File: src/rtl/weight2_row_loader_pkg.sv
// Shared sizing and state encoding for the
// weight-2 row loader.
package weight2_row_loader_pkg;

  localparam int DW       = 16;
  localparam int ROW_LEN  = 10;
  localparam int NUM_ROWS = 200;

  typedef enum logic [1:0] {
    EMPTY,
    ACTIVE,
    FULL,
    DONE
  } state_t;

endpackage

File: src/rtl/w2_row_bank.sv
// Weight-2 row storage: indexed shadow writes
// and a whole-row copy into the active row.
module w2_row_bank #(
  parameter int DW      = 16,
  parameter int ROW_LEN = 10,
  parameter int WW      = 4
) (
  input  logic                  i_clk,
  input  logic                  i_rst_n,
  input  logic                  i_wr_en,
  input  logic [WW-1:0]         i_wr_idx,
  input  logic [DW-1:0]         i_wr_data,
  input  logic                  i_copy,
  output logic [ROW_LEN*DW-1:0] o_row
);

  logic [ROW_LEN-1:0][DW-1:0] r_shadow;
  logic [ROW_LEN*DW-1:0]      r_active;
  logic [ROW_LEN*DW-1:0]      w_merged;

  // The copy sees the word being written this
  // cycle, so a row completes and goes live at once.
  always_comb begin
    w_merged = '0;
    for (int k = 0; k < ROW_LEN; k++) begin
      if (i_wr_en && (i_wr_idx == WW'(k)))
        w_merged[k*DW +: DW] = i_wr_data;
      else
        w_merged[k*DW +: DW] = r_shadow[k];
    end
  end

  always_ff @(posedge i_clk) begin
    if (!i_rst_n) begin
      r_shadow <= '0;
      r_active <= '0;
    end else begin
      if (i_wr_en)
        r_shadow[i_wr_idx] <= i_wr_data;
      if (i_copy)
        r_active <= w_merged;
    end
  end

  assign o_row = r_active;

endmodule

File: src/rtl/weight2_row_loader.sv
// Double-buffered weight-2 row loader: fills a
// shadow row while the consumer uses the active one.
module weight2_row_loader #(
  parameter int DW       = weight2_row_loader_pkg::DW,
  parameter int ROW_LEN  = weight2_row_loader_pkg::ROW_LEN,
  parameter int NUM_ROWS = weight2_row_loader_pkg::NUM_ROWS
) (
  input  logic                  clk,
  input  logic                  reset,
  input  logic                  in_valid,
  output logic                  in_ready,
  input  logic [DW-1:0]         in_data,
  input  logic                  load_next_row,
  output logic                  row_valid,
  output logic [ROW_LEN*DW-1:0] row_data,
  output logic [7:0]            row_index,
  output logic                  done,
  output logic                  err
);

  import weight2_row_loader_pkg::*;

  localparam int WW = (ROW_LEN > 1) ? $clog2(ROW_LEN) : 1;
  localparam int CW = $clog2(NUM_ROWS + 1);

  localparam logic [WW-1:0] WLAST    = WW'(ROW_LEN - 1);
  localparam logic [CW-1:0] NR_C     = CW'(NUM_ROWS);
  localparam logic [7:0]    IDX_LAST = 8'(NUM_ROWS - 1);

  state_t          r_state;
  state_t          w_state_n;
  logic [WW-1:0]   r_wcnt;
  logic [CW-1:0]   r_fetched;
  logic [7:0]      r_idx;
  logic [7:0]      w_idx_n;
  logic            r_run;
  logic            r_err;

  logic            w_ready;
  logic            w_xfer;
  logic            w_fill;
  logic            w_copy;
  logic            w_row_valid;

  assign w_ready = r_run
                && (r_state != FULL)
                && (r_state != DONE)
                && (r_fetched < NR_C);

  assign w_xfer      = in_valid && w_ready;
  assign w_fill      = w_xfer && (r_wcnt == WLAST);
  assign w_row_valid = (r_state == ACTIVE)
                    || (r_state == FULL);

  always_comb begin
    w_state_n = r_state;
    w_idx_n   = r_idx;
    w_copy    = 1'b0;
    unique case (r_state)
      EMPTY: begin
        if (w_fill) begin
          w_state_n = ACTIVE;
          w_copy    = 1'b1;
          // Row 0 keeps index 0; later rows advance.
          if (r_fetched != '0)
            w_idx_n = r_idx + 8'd1;
        end
      end
      ACTIVE: begin
        if (load_next_row) begin
          if (w_fill) begin
            w_copy  = 1'b1;
            w_idx_n = r_idx + 8'd1;
          end else if (r_idx == IDX_LAST) begin
            w_state_n = DONE;
          end else begin
            w_state_n = EMPTY;
          end
        end else if (w_fill) begin
          w_state_n = FULL;
        end
      end
      FULL: begin
        if (load_next_row) begin
          w_state_n = ACTIVE;
          w_copy    = 1'b1;
          w_idx_n   = r_idx + 8'd1;
        end
      end
      DONE: begin
        w_state_n = DONE;
      end
      default: begin
        w_state_n = EMPTY;
      end
    endcase
  end

  always_ff @(posedge clk) begin
    if (!reset) begin
      r_state   <= EMPTY;
      r_wcnt    <= '0;
      r_fetched <= '0;
      r_idx     <= '0;
      r_run     <= 1'b0;
      r_err     <= 1'b0;
    end else begin
      r_run   <= 1'b1;
      r_state <= w_state_n;
      r_idx   <= w_idx_n;
      if (w_xfer)
        r_wcnt <= (r_wcnt == WLAST) ? '0 : r_wcnt + 1'b1;
      if (w_fill)
        r_fetched <= r_fetched + 1'b1;
      if (load_next_row && !w_row_valid)
        r_err <= 1'b1;
    end
  end

  w2_row_bank #(
    .DW      (DW),
    .ROW_LEN (ROW_LEN),
    .WW      (WW)
  ) u_bank (
    .i_clk     (clk),
    .i_rst_n   (reset),
    .i_wr_en   (w_xfer),
    .i_wr_idx  (r_wcnt),
    .i_wr_data (in_data),
    .i_copy    (w_copy),
    .o_row     (row_data)
  );

  assign in_ready  = w_ready;
  assign row_valid = w_row_valid;
  assign row_index = r_idx;
  assign done      = (r_state == DONE);
  assign err       = r_err;

endmodule

File: config.mk
export PLATFORM = sky130hd
export DESIGN_NAME = weight2_row_loader
export DESIGN_NICKNAME = d
export VERILOG_FILES = /design/src/rtl/weight2_row_loader_pkg.sv /design/src/rtl/w2_row_bank.sv /design/src/rtl/weight2_row_loader.sv
export SDC_FILE = /design/constraint.sdc
export NUM_CORES = 1
export LEC_CHECK = 0
export ABC_AREA = 1
export BUFFER_PORTS_ARGS = -buffer_cell sky130_fd_sc_hd__buf_2
export CORE_ASPECT_RATIO = 0.6
export CORE_MARGIN = 5
export CORE_UTILIZATION = 51
export DETAILED_ROUTE_END_ITERATION = 6
export PLACE_DENSITY_LB_ADDON = 0.3
export REMOVE_ABC_BUFFERS = 1
export SETUP_SLACK_MARGIN = 0.4
export SLEW_MARGIN = 20
export SYNTH_ARGS = -nofsm -noshare
export SYNTH_HDL_FRONTEND = slang
export SYNTH_SLANG_ARGS = --single-unit
File: constraint.sdc
create_clock -name clk -period 1.8 [get_ports clk]
set_input_delay 0.09 -clock clk [delete_from_list [all_inputs] [get_ports clk]]
set_output_delay 0.09 -clock clk [all_outputs]
set_load 0.005 [all_outputs]
==> impl_metrics.env <==
export IMPL_post_place_ws_ns=-0.354
export IMPL_use_met2=0.456
export IMPL_drc=0
export IMPL_ys_types=31
export IMPL_start_util=0.519
export IMPL_synth_edf_count=0
export IMPL_num_vias=14200
export IMPL_yosys_area_top_type_share=0.503
export IMPL_drv_cap=0
export IMPL_avgSynthCellArea_sq_um=7.39
export IMPL_vias_per_cell=5.55
export IMPL_ant_nets=0
export IMPL_synthFlopType="dfxtp_1"
export IMPL_power_leakage_nw=8.79
export IMPL_status="finished with violations"
export IMPL_busiest_layer="met2"
export IMPL_final_cell_mix="400 x nor2_1, 342 x dfxtp_1, 246 x nand2_1"
export IMPL_syn_instance_count=1853
export IMPL_core_sq_um=26400
export IMPL_cts_tree="yes"
export IMPL_grt_max_degree=98
export IMPL_finalClockSkew_ns=0.0133
export IMPL_die_h_um=137
export IMPL_period_share=1.19
export IMPL_drt_total_wl_mm=47.4
export IMPL_ioPinCount=192
export IMPL_ys_ff_latch=344
export IMPL_drtPass1Iterations=5
export IMPL_final_common_cell="nor2_1"
export IMPL_critical_path_buf_inv_count=5
export IMPL_yosysTopAreaCell="dfxtp_1"
export IMPL_fin_area_sq_um=19700
export IMPL_setup_tns_ns=-54.33
export IMPL_dieArea_sq_um=30300
export IMPL_min_period_ns=2.14
export IMPL_yosysSeqAreaShare=0.503
export IMPL_drive_above_1_share=0.333
export IMPL_cp_required_ns=2.27
export IMPL_seq_area_sq_um=6890
export IMPL_maxSlewViolCount=0
export IMPL_p_per_area_nw_per_um2=1160
export IMPL_post_drt_wl_per_cell_um=18.5
export IMPL_place_area_sq_um=15900
export IMPL_crit_family="buffers and inverters"
export IMPL_fillers=1826
export IMPL_grt_use_met1=0.382
export IMPL_yosysWarnings=0
export IMPL_fmax_ghz=0.468
export IMPL_relSlewSlack=0.591
export IMPL_crit_top_cell="buf_4"
export IMPL_synth_area_sq_um=13700
export IMPL_gp_congestion=0.848
export IMPL_clk_latency_ns=0.54
export IMPL_htree_levels=2
export IMPL_num_nets_final=2206
export IMPL_path_cells="buf_4 -> ha_4 -> nor2_4 -> nand4_1 -> buf_4 -> buf_4 -> buf_8 -> nand2_4 -> nand2_4 -> nor2_4 -> buf_6 -> nand2_2 -> a21oi_2"
export IMPL_violations="negative setup slack"
export IMPL_die_w_um=222
export IMPL_rsz0062_at_grt="yes"
export IMPL_cp_max_fo=7
export IMPL_criticalPathCategory="register to register"
export IMPL_numCtsBuffers=34
export IMPL_fin_ws_ns=-0.338
export IMPL_grt_pass1_vias=13500
export IMPL_grt_overflow_total=0
export IMPL_critPathLaunchType="register"
export IMPL_dp_hpwl_mm=24.5
export IMPL_cpMaxStageDelayCell="dfxtp_2"
export IMPL_met3_usage=0.0669
export IMPL_hold_viol=0
export IMPL_final_setup_viol_count=308
export IMPL_worst_slew_pin_slew_ns=0.613
export IMPL_drtIter0Drc=1426
export IMPL_hold_ws_ns=0.0275
export IMPL_ys_top_cells_by_area="dfxtp_1 50%, nor2_1 12%, a21oi_1 9.2%"
export IMPL_clockBufferDepth=3
export IMPL_fp_row_count=46
export IMPL_clkSinkCount=344
export IMPL_crit_path_end_kind="register"
export IMPL_synthArstFlopShare=0
export IMPL_slowest_delay_ns=0.33
export IMPL_grt_total_usage=0.282
export IMPL_ir_drop_mv=0.796
export IMPL_cts_root_buf="clkbuf_16"
export IMPL_grt_pass1_wl_mm=70.4
export IMPL_multiInputGateArea_sq_um=6930
export IMPL_io_buffers=191
export IMPL_hp_class="input pin to register"
export IMPL_grt_antenna_before_repair=2
export IMPL_critPathArrivalTime_ns=2.61
export IMPL_path_clk_slew_ns=0.07
export IMPL_area_growth_pct=44.1
registers in the layout (all words and copies together), names as in the netlist:
register and flops:
r_state 2, u_bank.o_row 160, u_bank.r_shadow 160, err 1, r_fetched 8, row_index 8, r_run 1, r_wcnt 4
report_power, final:
part           switching, mW  internal [mW]
Clock                   3.08           4.48
Combinational           3.54           2.93
Sequential             0.459           8.34
Total                   7.09           15.8
metrics by stage:
step	utilization	total power, mW	std cells
after detailed placement	0.601	13.7	2425
final	0.747	22.8	2565
after floorplan	-	11.7	1713
after CTS	0.719	22.2	2549
after global placement	0.601	13.6	2425
after global routing	0.747	23.8	2565
logic make-up (layout without fill, tap and decap cells):
| logic type | Yosys count | count (layout) | share of synthesized area |
|---|---|---|---|
| xor gates and xnor gates | 6 | 6 | 0.00384 |
| and+or+nand+nor | 914 | 914 | 0.275 |
| other | 0 | 1 | 0 |
| buffers and inverters | 230 | 581 | 0.0780 |
| DFF | 344 | 344 | 0.503 |
| AOI/OAI and AO/OA | 352 | 352 | 0.134 |
| adders and majority gates | 7 | 7 | 0.00639 |
layer usage:
layer  vias up  part of all wire
li1       6660                 -
met1      6782              0.42
met2       670              0.46
met3       129             0.089
met4         2             0.031
met5         -           0.00042
area by class of cell:
| class | count | share of cell area |
|---|---|---|
| Multi-Input combinational cell | 1279 | 0.351 |
| Sequential cell | 344 | 0.349 |
| Timing Repair Buffer | 430 | 0.200 |
| Clock buffer | 52 | 0.0533 |
| Tap cell | 360 | 0.0228 |
| Inverter | 90 | 0.0177 |
| Clock inverter | 9 | 0.00653 |
| Antenna cell | 1 | 0.000127 |
cells in the mapped netlist, types with 2 or more instances:
master	n
buf_2	11
xor2_1	6
inv_2	2
inv_1	87
buf_6	15
nand3_1	168
nand4_1	9
a21oi_2	20
nand3_4	2
nand2_2	4
nand2_1	264
nand2_4	2
dfxtp_1	344
nor3_1	9
nor2_1	451
o21ai_0	76
a21oi_1	253
ha_1	7
clkbuf_1	71
buf_4	18
buf_1	24
worst reg2reg max path, cell delays in order (launching register included):
cell,delay (ns)
dfxtp_2,0.33
buf_4,0.14
ha_4,0.16
nor2_4,0.19
nand4_1,0.18
buf_4,0.18
buf_4,0.13
buf_8,0.13
nand2_4,0.06
nand2_4,0.07
nor2_4,0.15
buf_6,0.14
nand2_2,0.07
a21oi_2,0.14
timing repair:
item | in CTS | in global routing
setup buffers | 25 | 7
pin swaps | 40 | 23
gates resized for setup | 269 | 140
endpoints found under the setup margin | 345 | 345
hold buffers | 14 | 0
gates cloned | 24 | 8
hold endpoints to repair | 50 | 0
worst paths after layout:
| path | end | cells after the start | slack [ns] | from |
|---|---|---|---|---|
| setup / recovery | row_index[6] | 13 | -0.34 | r_state[0] |
| hold / removal | u_bank.r_shadow[60] | 4 | 0.03 | in_data[12] |
| setup reg to reg | row_index[6] | 13 | -0.34 | r_state[0] |
| hold reg to reg | u_bank.o_row[49] | 2 | 0.47 | u_bank.o_row[49] |
(Power assumes the default switching activity.)
